File: src/rtl/riscv_mem_pkg.sv
`default_nettype none
// +------------------------------------------------------------------+
// | riscv_mem_pkg: state encoding and constants for riscv_mem_responder |
// | Revision: 1.0                                                      |
// +------------------------------------------------------------------+
package riscv_mem_pkg;

  typedef enum logic [2:0] {
    S_FETCH     = 3'd0,
    S_FETCH_RSP = 3'd1,
    S_DECIDE    = 3'd2,
    S_DATA      = 3'd3,
    S_DATA_RSP  = 3'd4,
    S_COMMIT    = 3'd5
  } state_t;

  localparam logic [31:0] c_NOP         = 32'h0000_0013;
  localparam logic [6:0]  c_OPCODE_LOAD = 7'b0000011;

endpackage
`default_nettype wire

File: src/rtl/riscv_mem_perf.sv
`default_nettype none
// +------------------------------------------------------------------+
// | riscv_mem_perf: committed-instruction and SRAM wait-state counters |
// | Revision: 1.0                                                      |
// +------------------------------------------------------------------+
module riscv_mem_perf (
  input  logic        I_clk,
  input  logic        I_rst_n,
  input  logic        I_commit,
  input  logic        I_wait,
  output logic [31:0] O_instret,
  output logic [31:0] O_wait_cycles
);

  logic [31:0] r_instret;
  logic [31:0] r_wait_cycles;

  always_ff @(posedge I_clk or negedge I_rst_n) begin
    if (!I_rst_n) begin
      r_instret     <= '0;
      r_wait_cycles <= '0;
    end else begin
      if (I_commit) r_instret     <= r_instret + 32'd1;
      if (I_wait)   r_wait_cycles <= r_wait_cycles + 32'd1;
    end
  end

  assign O_instret     = r_instret;
  assign O_wait_cycles = r_wait_cycles;

endmodule
`default_nettype wire

File: src/rtl/riscv_mem_responder.sv
`default_nettype none
// +------------------------------------------------------------------+
// | riscv_mem_responder: serves core imem/dmem from one SRAM, stalls   |
// | the core until commit. Counters built only with RISCV_MEM_PERF_EN. |
// | Revision: 1.0                                                      |
// +------------------------------------------------------------------+
module riscv_mem_responder
  import riscv_mem_pkg::*;
#(
  parameter int          ADDR_W        = 14,
  parameter logic [31:0] RESET_PC_WORD = 32'd0
) (
  input  logic              I_clk,
  input  logic              I_rst_n,
  input  logic [31:0]       I_imem_addr,
  output logic [31:0]       O_imem_data,
  input  logic [31:0]       I_dmem_addr,
  input  logic [31:0]       I_dmem_wdata,
  input  logic [3:0]        I_dmem_wmask,
  input  logic              I_dmem_we,
  input  logic              I_dmem_re,
  output logic [31:0]       O_dmem_rdata,
  output logic              O_stall,
  output logic              O_mem_en,
  output logic              O_mem_we,
  output logic [ADDR_W-1:0] O_mem_addr,
  output logic [3:0]        O_mem_wmask,
  output logic [31:0]       O_mem_wdata,
  input  logic              I_mem_ready,
  input  logic [31:0]       I_mem_rdata,
  output logic [31:0]       O_instret,
  output logic [31:0]       O_wait_cycles
);

  state_t            r_state;
  state_t            w_state_nxt;
  logic              r_is_write;
  logic              w_is_write_nxt;
  logic [31:0]       r_imem_data;
  logic [31:0]       r_dmem_rdata;
  logic              w_mem_en;
  logic              w_mem_we;
  logic [ADDR_W-1:0] w_mem_addr;
  logic [3:0]        w_mem_wmask;
  logic [31:0]       w_mem_wdata;

  always_ff @(posedge I_clk or negedge I_rst_n) begin
    if (!I_rst_n) begin
      r_state      <= S_FETCH;
      r_is_write   <= 1'b0;
      r_imem_data  <= c_NOP;
      r_dmem_rdata <= '0;
    end else begin
      r_state    <= w_state_nxt;
      r_is_write <= w_is_write_nxt;
      if (r_state == S_FETCH_RSP) r_imem_data  <= I_mem_rdata;
      if (r_state == S_DATA_RSP)  r_dmem_rdata <= I_mem_rdata;
    end
  end

  always_comb begin
    w_state_nxt    = r_state;
    w_is_write_nxt = r_is_write;
    w_mem_en       = 1'b0;
    w_mem_we       = 1'b0;
    w_mem_addr     = '0;
    w_mem_wmask    = '0;
    w_mem_wdata    = '0;
    case (r_state)
      S_FETCH: begin
        w_mem_en   = 1'b1;
        w_mem_addr = I_imem_addr[ADDR_W+1:2];
        if (I_mem_ready) w_state_nxt = S_FETCH_RSP;
      end
      S_FETCH_RSP: w_state_nxt = S_DECIDE;
      S_DECIDE: begin
        // Store wins over load; an all-zero mask store commits without touching the SRAM
        if (I_dmem_we) begin
          w_is_write_nxt = 1'b1;
          w_state_nxt    = (I_dmem_wmask != 4'b0000) ? S_DATA : S_COMMIT;
        end else if (I_dmem_re) begin
          w_is_write_nxt = 1'b0;
          w_state_nxt    = S_DATA;
        end else begin
          w_state_nxt = S_COMMIT;
        end
      end
      S_DATA: begin
        w_mem_en   = 1'b1;
        w_mem_we   = r_is_write;
        w_mem_addr = I_dmem_addr[ADDR_W+1:2];
        if (r_is_write) begin
          w_mem_wmask = I_dmem_wmask;
          w_mem_wdata = I_dmem_wdata;
        end
        if (I_mem_ready) w_state_nxt = r_is_write ? S_COMMIT : S_DATA_RSP;
      end
      S_DATA_RSP: w_state_nxt = S_COMMIT;
      S_COMMIT:   w_state_nxt = S_FETCH;
      default:    w_state_nxt = S_FETCH;
    endcase
  end

  // The reset state is itself an access state, so the SRAM side is held quiet while in reset
  assign O_mem_en    = w_mem_en & I_rst_n;
  assign O_mem_we    = w_mem_we & I_rst_n;
  assign O_mem_addr  = I_rst_n ? w_mem_addr  : '0;
  assign O_mem_wmask = I_rst_n ? w_mem_wmask : '0;
  assign O_mem_wdata = I_rst_n ? w_mem_wdata : '0;

  assign O_stall      = (r_state != S_COMMIT);
  assign O_imem_data  = r_imem_data;
  assign O_dmem_rdata = r_dmem_rdata;

`ifdef RISCV_MEM_PERF_EN
  logic w_commit;
  logic w_wait;

  assign w_commit = (r_state == S_COMMIT);
  assign w_wait   = w_mem_en & ~I_mem_ready;

  riscv_mem_perf u_perf (
    .I_clk         (I_clk),
    .I_rst_n       (I_rst_n),
    .I_commit      (w_commit),
    .I_wait        (w_wait),
    .O_instret     (O_instret),
    .O_wait_cycles (O_wait_cycles)
  );
`else
  assign O_instret     = '0;
  assign O_wait_cycles = '0;
`endif

  // Address bits outside the SRAM word range are dropped (aliasing, misalignment)
  logic w_unused;
  assign w_unused = ^{I_imem_addr[31:ADDR_W+2], I_imem_addr[1:0],
                      I_dmem_addr[31:ADDR_W+2], I_dmem_addr[1:0], RESET_PC_WORD};

endmodule
`default_nettype wire

File: config.mk
export PLATFORM = sky130hd
export DESIGN_NAME = riscv_mem_responder
export DESIGN_NICKNAME = d
export VERILOG_FILES = /design/src/rtl/riscv_mem_pkg.sv /design/src/rtl/riscv_mem_perf.sv /design/src/rtl/riscv_mem_responder.sv
export SDC_FILE = /design/constraint.sdc
export NUM_CORES = 1
export LEC_CHECK = 0
export BUFFER_PORTS_ARGS = -buffer_cell sky130_fd_sc_hd__buf_2
export CORE_AREA = 2 2 123 125
export DETAILED_ROUTE_END_ITERATION = 16
export DIE_AREA = 0 0 125 127
export SYNTH_ARGS = -nofsm -noshare
export SYNTH_HDL_FRONTEND = slang
export SYNTH_SLANG_ARGS = --single-unit
File: constraint.sdc
create_clock -name I_clk -period 1.5 [get_ports I_clk]
set_input_delay 0.3 -clock I_clk [delete_from_list [all_inputs] [get_ports I_clk]]
set_output_delay 0.3 -clock I_clk [all_outputs]
set_load 0.02 [all_outputs]
==> results of run 1 <==
-- cells in the final DEF, fill, tap and decap left out, types with 3 or more instances in the layout --
| master | synthesis | layout |
|---|---|---|
| sky130_fd_sc_hd__clkbuf_16 | 0 | 13 |
| sky130_fd_sc_hd__nor2_4 | 1 | 12 |
| sky130_fd_sc_hd__mux2_4 | 0 | 64 |
| sky130_fd_sc_hd__buf_6 | 3 | 50 |
| sky130_fd_sc_hd__dfstp_2 | 3 | 3 |
| sky130_fd_sc_hd__conb_1 | 1 | 64 |
| sky130_fd_sc_hd__buf_2 | 4 | 165 |
| sky130_fd_sc_hd__a22oi_2 | 0 | 14 |
| sky130_fd_sc_hd__and2_1 | 36 | 5 |
| sky130_fd_sc_hd__and2_4 | 0 | 15 |
| sky130_fd_sc_hd__dfrtp_1 | 65 | 65 |
| sky130_fd_sc_hd__nor2_1 | 15 | 3 |
| sky130_fd_sc_hd__inv_1 | 3 | 3 |
| sky130_fd_sc_hd__buf_4 | 70 | 23 |
| sky130_fd_sc_hd__and2_2 | 0 | 17 |
| sky130_fd_sc_hd__buf_12 | 0 | 10 |
| sky130_fd_sc_hd__buf_16 | 0 | 3 |
-- state kept, by name, indices dropped and copies added (netlist names) --
name and flops:
O_dmem_rdata 32, O_imem_data 32, r_is_write 1, r_state 3
-- synthesized netlist by cell type (3+ instances only) --
cell,instances
sky130_fd_sc_hd__dfstp_2,3
sky130_fd_sc_hd__buf_2,4
sky130_fd_sc_hd__buf_6,3
sky130_fd_sc_hd__inv_1,3
sky130_fd_sc_hd__and2_1,36
sky130_fd_sc_hd__buf_4,70
sky130_fd_sc_hd__dfrtp_1,65
sky130_fd_sc_hd__mux2_1,4
sky130_fd_sc_hd__nor2_1,15
sky130_fd_sc_hd__mux2_2,60
sky130_fd_sc_hd__a22oi_1,14
-- final cells by class --
| class | count | area [sq um] |
|---|---|---|
| Antenna cell | 2 | 5.00 |
| Multi-Input combinational cell | 217 | 2000 |
| Timing Repair Buffer | 258 | 1980 |
| Clock inverter | 4 | 50.0 |
| Tap cell | 184 | 230 |
| Fill cell | 1323 | 8200 |
| Sequential cell | 68 | 1710 |
| Inverter | 3 | 11.3 |
| Clock buffer | 11 | 243 |
-- metrics by stage --
| stage | util (%) | total power, mW | cell area, sq um | setup WS (ps) | TNS (ps) |
|---|---|---|---|---|---|
| after floorplan | - | 7.39 | 4040 | -3.15 | -63.0 |
| after global routing | 43.2 | 14.1 | 6230 | -462 | -35160 |
| after CTS | 38.8 | 12.4 | 5600 | -370 | -24720 |
| after detailed placement | 34.4 | 9.28 | 4950 | -80.5 | -2630 |
| final | 43.2 | 13.4 | 6230 | -399 | -27640 |
| after global placement | 34.4 | 9.10 | 4950 | -67.9 | -1300 |
-- metal layers --
metal / wire [um] / GRT usage (%)
met3: 982 / 5.23
met5: 0 / 0
met4: 319 / 6.21
met1: 4620 / 14.8
met2: 6650 / 25.7
-- power breakdown --
group	switching, mW	total (mW)	internal [mW]
Combinational	3.88	7.99	4.11
Clock	0.747	2.07	1.32
Sequential	0.562	3.39	2.83
-- worst max-delay path: stages, from the launching register on --
cell	delay [ps]
sky130_fd_sc_hd__dfrtp_1	410
sky130_fd_sc_hd__buf_6	140
sky130_fd_sc_hd__nand2b_4	70
sky130_fd_sc_hd__nor2_4	40
sky130_fd_sc_hd__buf_12	130
sky130_fd_sc_hd__clkbuf_16	150
sky130_fd_sc_hd__and2_2	190
sky130_fd_sc_hd__buf_6	130
-- how the worst max path moves through the flow --
stage                 endpoint
2_1_floorplan  O_mem_wdata[10]
3_3_place_gp     O_mem_addr[2]
3_5_place_dp     O_mem_addr[2]
4_1_cts         O_mem_addr[13]
5_1_grt        O_mem_wdata[18]
6_report       O_mem_wdata[21]
-- timing repair --
action	4_1_cts	5_1_grt
cloned	6	5
setup buffers	7	8
pin swaps	11	16
gates resized for setup	39	167
setup endpoints to repair	107	118
hold buffers	1	0
endpoints found under the hold margin	4	0
-- cell families after synthesis --
logic type / after synthesis / synth area share [%]
buffers and inverters: 83 / 16.7
flip-flops: 68 / 47.3
AND/OR/NAND/NOR: 66 / 11.0
multiplexers: 64 / 20.0
AO/OA/AOI/OAI: 23 / 4.76
other: 1 / 0.104
==> flow_summary.rst, run 1 <==
.. list-table::
   :header-rows: 1

   * - Metric
     - Value
   * - Run status
     - complete, but fails checks
   * - Violations in the final reports
     - setup timing
   * - FF+latch count, synth
     - 68
   * - Number of flops mapped to enable cells by yosys
     - 0
   * - Worst vdd ir
     - 1.28 mV
   * - Aggregate global routing overflow
     - 0
   * - Crit share post-route
     - 127%
   * - Maximum number of pins on one net before global-route repair
     - 65
   * - Data arrival at the endpoint of the critical path
     - 1600 ps
   * - Total power per unit cell area
     - 2160 nW/um^2
   * - Biggest area consumer among synthesized cells
     - sky130_fd_sc_hd__dfrtp_1
   * - Data required time of the worst path
     - 1200 ps
   * - Detail Route Antenna Nets
     - 0
   * - Top fanout value on the critical path
     - 9
   * - Via density per instance
     - 4.22
   * - Initial antenna violation count
     - 2
   * - Maximum count of clock buffers along a single path
     - 2
   * - Start-to-end type of the worst setup path
     - flip-flop to output port
   * - Finished Layout Cells
     - 747
   * - Maximum achievable frequency
     - 527 MHz
   * - Unique masters post-synth
     - 31
   * - Main flop type after synthesis
     - sky130_fd_sc_hd__dfrtp_1
   * - Number of standard-cell rows in the floorplan
     - 44
   * - Max H-tree Level
     - 3
   * - FFs w/ async S/R, synth
     - 100%
   * - Type of element capturing the critical path
     - output port
   * - Worst setup skew after layout
     - 7.93 ps
   * - Placed instance count
     - 709
   * - DRC violations left
     - 0
   * - Global-route wire length before repair
     - 17400 um
   * - Vias after detailed routing
     - 3150
   * - Initial Utilization
     - 25.0%
   * - Slew Limit Fails
     - 0
   * - Die Footprint
     - 15900 sq um
   * - Total detailed-routing wirelength
     - 12600 um
   * - Layout cells sized above 1
     - 71.5%
   * - Max cap viols
     - 0
   * - Leakage
     - 3.14 nW
   * - Final hold slack
     - 213 ps
   * - CTS tree
     - done
   * - Critical path startpoint category
     - flip-flop
   * - R2r worst-path depth
     - 7
   * - Root buffer cell
     - sky130_fd_sc_hd__clkbuf_16
   * - Number of buffers added on ports
     - 217
   * - Count of endpoints failing hold in the final timing report
     - 0
   * - Count of endpoints failing setup in the final report
     - 117
   * - Sequential area share after synthesis
     - 47.3%
   * - Clock latency at the later pin of the worst-skew pair
     - 330 ps
   * - CTS Buf Count
     - 9
   * - Post-route minimum period
     - 1900 ps
   * - Reg2Reg Capture Point
     - O_dmem_rdata[19]
   * - Cell area after technology mapping
     - 3600 sq um
   * - Worst setup margin
     - -399 ps
   * - Total half-perimeter wirelength after legalization and detailed placement
     - 8300 um
   * - Via count of the first global-routing pass
     - 3237
   * - Post-synthesis to final-layout area growth
     - 72.9%
   * - Die Width
     - 125 um
   * - Number of clock sinks
     - 68
   * - Crit. Startpoint
     - r_state[1]
   * - Final net count
     - 694
   * - Slew at the pin closest to its max-slew limit
     - 785 ps
   * - Path category of the worst min-delay check
     - input pin to async pin
   * - Largest cells by area after synthesis
     - sky130_fd_sc_hd__dfrtp_1, sky130_fd_sc_hd__mux2_2, sky130_fd_sc_hd__buf_4
   * - Top cell type's share of synthesized area
     - 45.2%
   * - All-Layer GR Usage
     - 14.2%
   * - Core ar.
     - 14400 sq um
   * - Relative slew slack
     - 47.7%
   * - Unrepaired setup endpoints after global routing
     - true
   * - Reg-to-reg critical path startpoint
     - r_state[1]
   * - Initial DRC count
     - 62
   * - Cells after Synth
     - 305
   * - Worst R2R Setup Slack
     - -250 ps
   * - Worst-path clk slew
     - 60 ps
   * - Mean routed wirelength per cell
     - 16.8 um
   * - YS warnings
     - 0
   * - Final weighted congestion in routability-driven placement
     - 0.814
   * - Height of the die
     - 127 um
   * - Average instance area after synthesis
     - 11.8 sq um
   * - Top-Level Pins
     - 318
   * - Number of iterations in the first detailed-routing pass
     - 4
Note: power is estimated with default switching activity, not from simulation.
==> run 2, diff against run 1 <==
--- a/config.mk
+++ b/config.mk
@@ -5,10 +5,12 @@
 export SDC_FILE = /design/constraint.sdc
 export NUM_CORES = 1
 export LEC_CHECK = 0
+export ABC_AREA = 1
 export BUFFER_PORTS_ARGS = -buffer_cell sky130_fd_sc_hd__buf_2
-export CORE_AREA = 2 2 123 125
+export CAP_MARGIN = 25
+export CORE_AREA = 2 2 125 127
 export DETAILED_ROUTE_END_ITERATION = 16
-export DIE_AREA = 0 0 125 127
+export DIE_AREA = 0 0 127 129
 export SYNTH_ARGS = -nofsm -noshare
 export SYNTH_HDL_FRONTEND = slang
 export SYNTH_SLANG_ARGS = --single-unit
==> run 2 against run 1 <==
Effect of this change:
- the flow still finishes with violations (setup timing)
- total power fell by 16%
- sequential power fell by 3%
- clock skew fell by 3.2 ps
- largest power group unchanged
==> flow_summary.rst, run 2 <==
.. list-table::
   :header-rows: 1

   * - Metric
     - Value
   * - Run status
     - complete, but fails checks
   * - Violations in the final reports
     - setup timing
   * - Via density per instance
     - 3.92
   * - Biggest area consumer among synthesized cells
     - sky130_fd_sc_hd__dfrtp_1
   * - Number of flops mapped to enable cells by yosys
     - 0
   * - Unrepaired setup endpoints after global routing
     - true
   * - FFs w/ async S/R, synth
     - 100%
   * - Leakage
     - 3.24 nW
   * - End-of-flow core utilization
     - 39.7%
   * - Maximum achievable frequency
     - 533 MHz
   * - Sequential area share after synthesis
     - 47.0%
   * - Data required time of the worst path
     - 1200 ps
   * - Worst-path clk slew
     - 60 ps
   * - Aggregate global routing overflow
     - 0
   * - Start-to-end type of the worst setup path
     - flip-flop to output port
   * - Most frequent cells after synthesis
     - sky130_fd_sc_hd__nand2_1, sky130_fd_sc_hd__inv_1, sky130_fd_sc_hd__buf_4, sky130_fd_sc_hd__dfrtp_1, sky130_fd_sc_hd__o21ai_0
   * - Unique masters post-synth
     - 20
   * - Critical path startpoint category
     - flip-flop
   * - Storage cell area
     - 1710 sq um
   * - Top fanout value on the critical path
     - 8
   * - Finished Layout Cells
     - 899
   * - Crit share post-route
     - 125%
   * - Type of element capturing the critical path
     - output port
   * - Number of clock sinks
     - 68
   * - Vias after detailed routing
     - 3521
   * - Commonest non-fill, non-tap cell in the layout
     - sky130_fd_sc_hd__buf_2
   * - CTS tree
     - done
   * - Slowest CP cell
     - sky130_fd_sc_hd__dfrtp_1
   * - Total detailed-routing wirelength
     - 11400 um
   * - Maximum number of pins on one net before global-route repair
     - 69
   * - Path category of the worst min-delay check
     - input pin to async pin
   * - Most instantiated library cell after synthesis
     - sky130_fd_sc_hd__nand2_1
   * - Final weighted congestion in routability-driven placement
     - 0.729
   * - Cell-by-cell listing of the critical path
     - inv_2 > nand3_4 > nor3_4 > inv_4 > buf_6 > nor2_1 > buf_4
   * - Initial antenna violation count
     - 2
   * - Total half-perimeter wirelength after legalization and detailed placement
     - 8460 um
   * - Buffer and inverter count on the worst path
     - 4
   * - Pre-CTS setup slack
     - -111 ps
   * - Count of endpoints failing setup in the final report
     - 52
   * - Post-route minimum period
     - 1880 ps
   * - Final design instance area without fill
     - 5940 sq um
   * - Final net count
     - 842
   * - Top-Level Pins
     - 318
   * - Delay of the slowest cell on the worst path
     - 380 ps
   * - Core ar.
     - 15000 sq um
   * - Post-synthesis to final-layout area growth
     - 63.9%
   * - Delay-heaviest family, CP
     - buffers and inverters
   * - Top library cells by usage in the layout, fill and taps aside
     - sky130_fd_sc_hd__buf_2, sky130_fd_sc_hd__nand2_1, sky130_fd_sc_hd__inv_1
   * - Die Width
     - 127 um
   * - Number of buffers added on ports
     - 217
   * - Main flop type after synthesis
     - sky130_fd_sc_hd__dfrtp_1
   * - Cells after Synth
     - 469
   * - Count of endpoints failing hold in the final timing report
     - 0
   * - Largest cells by area after synthesis
     - sky130_fd_sc_hd__dfrtp_1, sky130_fd_sc_hd__buf_4, sky130_fd_sc_hd__nand2_1
   * - Worst vdd ir
     - 1.01 mV
   * - Clock latency at the later pin of the worst-skew pair
     - 330 ps
   * - Area of the multi-input gates
     - 1710 sq um
   * - Number of iterations in the first detailed-routing pass
     - 4
   * - Root buffer cell
     - sky130_fd_sc_hd__clkbuf_16
   * - Initial Utilization
     - 24.2%
   * - Worst setup margin
     - -376 ps
   * - Slew at the pin closest to its max-slew limit
     - 893 ps
   * - Slew Limit Fails
     - 0
   * - Total power per unit cell area
     - 1900 nW/um^2
   * - Filler Cells Inserted
     - 1544
   * - FF+latch count, synth
     - 68
   * - YS warnings
     - 0
   * - All-Layer GR Usage
     - 13.5%
   * - Top cell type's share of synthesized area
     - 44.9%
   * - Cell area after technology mapping
     - 3630 sq um
   * - Max cap viols
     - 0
   * - Number of standard-cell rows in the floorplan
     - 45
   * - Layout cells sized above 1
     - 47.3%
   * - Power, Total
     - 11.3 mW
   * - Mean routed wirelength per cell
     - 12.7 um
   * - Maximum count of clock buffers along a single path
     - 2
   * - Detail Route Antenna Nets
     - 0
   * - Max H-tree Level
     - 3
   * - Average instance area after synthesis
     - 7.73 sq um
   * - Placed instance count
     - 877
   * - Data arrival at the endpoint of the critical path
     - 1580 ps
   * - Worst setup skew after layout
     - 4.73 ps
   * - DRC violations left
     - 0
   * - Die Footprint
     - 16400 sq um
   * - Via count of the first global-routing pass
     - 3342
   * - Relative slew slack
     - 40.4%
   * - Height of the die
     - 129 um
   * - CTS Buf Count
     - 9
   * - Placed instance area
     - 5150 sq um
   * - Initial DRC count
     - 89
   * - Global-route wire length before repair
     - 17200 um
run 2: changes by cell type in the layout (fill, tap and decap cells not counted), moves of 15 or more:
cell                      delta
sky130_fd_sc_hd__and2_2     -17
sky130_fd_sc_hd__o21ai_0    +50
sky130_fd_sc_hd__mux2_4     -64
sky130_fd_sc_hd__nand2_1    +96
sky130_fd_sc_hd__inv_1      +71
sky130_fd_sc_hd__and2_4     -15
sky130_fd_sc_hd__nor2_4     +23
run 2: path summary, 6_finish.rpt:
path,depth (start not counted),startpoint,slack [ps],to
max,7,r_state[2],-380,O_mem_wdata[31]
min,2,I_rst_n,200,O_dmem_rdata[8]
max reg2reg,8,r_state[1],80,O_dmem_rdata[22]
min reg2reg,2,r_is_write,470,r_is_write
max in group asynchronous,2,I_rst_n,690,r_state[0]
min in group I_clk,3,I_dmem_we,210,r_is_write
run 2: report_power, final:
group / internal [mW] / switching [mW]
Clock: 1.50 / 0.808
Combinational: 2.09 / 3.59
Sequential: 2.79 / 0.492
run 2: cells by family after synthesis:
logic type,after synthesis,synth area share (%)
buffers and inverters,162,24.6
AND/OR/NAND/NOR,157,17.1
AO/OA/AOI/OAI,81,11.2
flip-flops,68,47.0
other,1,0.103
run 2: through the flow:
step / setup TNS [ps] / hold WS, ps
after global placement: -3650 / 461
after CTS: -19160 / 199
after floorplan: -6620 / 4.41
after global routing: -21680 / 225
final: -17580 / 198
after detailed placement: -4070 / 463
run 2: repair_timing:
| action | 4_1_cts | 5_1_grt |
|---|---|---|
| setup endpoints to repair | 52 | 81 |
| pin swaps | 4 | 2 |
| buffers inserted | 4 | 1 |
| hold buffers | 0 | 0 |
| gates resized for setup | 101 | 37 |
| gates cloned | 2 | 0 |
run 2: routing by layer:
layer,wire length [um],global-route usage (%),vias to the layer above
li1,-,-,1757
met1,4310,14.8,1594
met2,5870,24.5,154
met3,1040,4.78,14
met4,143,4.46,2
met5,16,0,-
run 2: cell type report:
class | instances | share of cell area [%]
antenna | 1 | 0.0421
tap | 188 | 3.96
inverter | 79 | 5.12
multi-input combinational | 302 | 28.7
clock inverter | 6 | 1.45
timing repair buffer | 245 | 27.9
clock buffer | 10 | 4.02
sequential | 68 | 28.7
==> run 3, diff against run 2 <==
--- a/config.mk
+++ b/config.mk
@@ -11,6 +11,7 @@
 export CORE_AREA = 2 2 125 127
 export DETAILED_ROUTE_END_ITERATION = 16
 export DIE_AREA = 0 0 127 129
+export RECOVER_POWER = 25
 export SYNTH_ARGS = -nofsm -noshare
 export SYNTH_HDL_FRONTEND = slang
 export SYNTH_SLANG_ARGS = --single-unit
==> run 3 against run 2 <==
Effect of this change:
- the flow still finishes with violations (setup timing)
- final cell count unchanged
- sequential power about the same
- global-route usage unchanged
- flip-flop and latch count stayed put
- worst hold slack gained 13 ps
- critical endpoint unchanged
- largest cell class unchanged
- largest power group unchanged
- highest routed layer unchanged
==> flow_summary.rst, run 3 (synthesis results as in run 2) <==
.. list-table::
   :header-rows: 1

   * - Metric
     - Value
   * - Aggregate global routing overflow
     - 0
   * - Violations in the final reports
     - setup timing
   * - R2r worst-path depth
     - 8
   * - Run status
     - complete, but fails checks
   * - Max cap viols
     - 0
   * - Detail Route Antenna Nets
     - 0
   * - Vias after detailed routing
     - 3521
   * - Initial antenna violation count
     - 2
   * - Worst setup skew after layout
     - 4.69 ps
   * - Endpoint of the worst hold-timing path
     - r_is_write
   * - Start-to-end type of the worst setup path
     - flip-flop to output port
   * - Slew at the pin closest to its max-slew limit
     - 964 ps
   * - Final net count
     - 842
   * - Total detailed-routing wirelength
     - 11400 um
   * - Unrepaired setup endpoints after global routing
     - true
   * - Via count of the first global-routing pass
     - 3342
   * - Worst setup margin
     - -376 ps
   * - Worst R2R Setup Slack
     - 80 ps
   * - Top fanout value on the critical path
     - 8
   * - Number of iterations in the first detailed-routing pass
     - 4
   * - Final weighted congestion in routability-driven placement
     - 0.729
   * - Die Footprint
     - 16400 sq um
   * - Path category of the worst min-delay check
     - input pin to flip-flop
   * - Top-Level Pins
     - 318
   * - CTS tree
     - done
   * - Worst-path clk slew
     - 60 ps
   * - Mean routed wirelength per cell
     - 12.7 um
   * - Maximum number of pins on one net before global-route repair
     - 69
   * - Type of element capturing the critical path
     - output port
   * - Number of clock sinks
     - 68
   * - All-Layer GR Usage
     - 13.5%
   * - Filler Cells Inserted
     - 1546
   * - Core ar.
     - 15000 sq um
   * - Total power per unit cell area
     - 1900 nW/um^2
   * - Min-delay src
     - I_dmem_we
   * - Number of standard-cell rows in the floorplan
     - 45
   * - Count of endpoints failing setup in the final report
     - 52
   * - Maximum achievable frequency
     - 533 MHz
   * - Reg2Reg Capture Point
     - O_dmem_rdata[22]
   * - Via density per instance
     - 3.92
   * - Root buffer cell
     - sky130_fd_sc_hd__clkbuf_16
   * - Relative contribution of sequential cells to total power
     - 29.1%
   * - Crit share post-route
     - 125%
   * - Layout cells sized above 1
     - 47.2%
   * - DRC violations left
     - 0
   * - Number of buffers added on ports
     - 217
   * - Worst vdd ir
     - 1.01 mV
   * - Initial DRC count
     - 89
   * - Leakage
     - 3.23 nW
   * - Initial Utilization
     - 24.2%
   * - Area of the multi-input gates
     - 1710 sq um
   * - Relative slew slack
     - 35.7%
   * - Reg-to-reg critical path startpoint
     - r_state[1]
   * - Critical path startpoint category
     - flip-flop
   * - Post-synthesis to final-layout area growth
     - 63.8%
   * - Height of the die
     - 129 um
   * - Total half-perimeter wirelength after legalization and detailed placement
     - 8460 um
   * - Data arrival at the endpoint of the critical path
     - 1580 ps
   * - Data required time of the worst path
     - 1200 ps
   * - Max H-tree Level
     - 3
   * - Maximum count of clock buffers along a single path
     - 2
   * - Switching power
     - 4.89 mW
   * - CTS Buf Count
     - 9
   * - Count of endpoints failing hold in the final timing report
     - 0
   * - Slew Limit Fails
     - 0
   * - Part of the total power dissipated in the clock network
     - 20.5%
   * - Clock latency at the later pin of the worst-skew pair
     - 330 ps
   * - Final hold slack
     - 211 ps
   * - Sw frac
     - 43.4%
   * - Commonest non-fill, non-tap cell in the layout
     - sky130_fd_sc_hd__buf_2
   * - Post-route minimum period
     - 1880 ps
   * - Instance count along the most critical hold path
     - 3
   * - Global-route wire length before repair
     - 17200 um
   * - End-of-flow core utilization
     - 39.6%
   * - Share of total power in combinational logic
     - 50.4%
   * - Die Width
     - 127 um
   * - Storage cell area
     - 1710 sq um
   * - Top library cells by usage in the layout, fill and taps aside
     - sky130_fd_sc_hd__buf_2, sky130_fd_sc_hd__nand2_1, sky130_fd_sc_hd__inv_1
   * - Int Pwr
     - 6.39 mW
==> run 3: cell types whose count changed in the layout (fill, tap and decap cells not counted) <==
| cell | delta |
|---|---|
| sky130_fd_sc_hd__buf_4 | -2 |
| sky130_fd_sc_hd__clkbuf_1 | +1 |
| sky130_fd_sc_hd__clkbuf_4 | +1 |
==> run 3: metal layers <==
layer | global-route usage, % | vias to the layer above | part of all wire [%]
met5 | 0 | - | 0.14
met4 | 4.46 | 2 | 1.3
met3 | 4.78 | 14 | 9.1
met2 | 24.5 | 154 | 52
met1 | 14.8 | 1594 | 38
li1 | - | 1757 | -
==> run 3: how the worst max path moves through the flow <==
stage | startpoint | endpoint | cells after the start
after floorplan | r_state[2] | O_mem_wdata[11] | 6
after global placement | r_state[0] | O_mem_wdata[9] | 6
after detailed placement | r_state[0] | O_mem_wmask[1] | 6
after CTS | r_state[2] | O_mem_wdata[13] | 7
after global routing | r_state[2] | O_mem_wdata[31] | 7
final | r_state[2] | O_mem_wdata[31] | 7
==> run 3: what timing repair did <==
item	4_1_cts	5_1_grt
setup endpoints to repair	52	81
pin swaps	4	2
hold buffers	0	0
resized for setup	101	37
cloned	2	0
setup buffers	4	1
==> run 3: cell type report <==
class / instances / area share (%)
diodes: 1 / 0.0421
clock buffers: 10 / 4.02
clock inverters: 6 / 1.45
inverters: 79 / 5.12
multi-input cells: 302 / 28.8
flip-flops and latches: 68 / 28.8
well taps: 188 / 3.96
repair buffers: 245 / 27.9
==> run 3: critical path, stage by stage (launching register included) <==
cell	delay (ps)
sky130_fd_sc_hd__dfrtp_1	380
sky130_fd_sc_hd__inv_2	80
sky130_fd_sc_hd__nand3_4	90
sky130_fd_sc_hd__nor3_4	180
sky130_fd_sc_hd__inv_4	120
sky130_fd_sc_hd__buf_6	160
sky130_fd_sc_hd__nor2_1	80
sky130_fd_sc_hd__buf_4	140
==> run 3: power by group through the flow <==
stage / registers, mW / logic (mW) / clock network (mW)
finish: 3.28 / 5.69 / 2.31
global route: 3.41 / 6.25 / 2.48
CTS: 3.27 / 5.60 / 2.39
detailed placement: 3.27 / 5.26 / 0
global placement: 3.27 / 5.18 / 0
floorplan: 4.35 / 2.38 / 0
==> run 3: per-stage QoR <==
step | area (sq um) | setup TNS, ps | instances | power, mW | worst slack [ps]
after floorplan | 4230 | -6620 | 532 | 6.73 | -205
after global placement | 5150 | -3650 | 877 | 8.45 | -103
after detailed placement | 5150 | -4070 | 877 | 8.53 | -111
after CTS | 5840 | -19160 | 898 | 11.3 | -392
after global routing | 5940 | -21680 | 898 | 12.1 | -445
final | 5940 | -17580 | 899 | 11.3 | -376
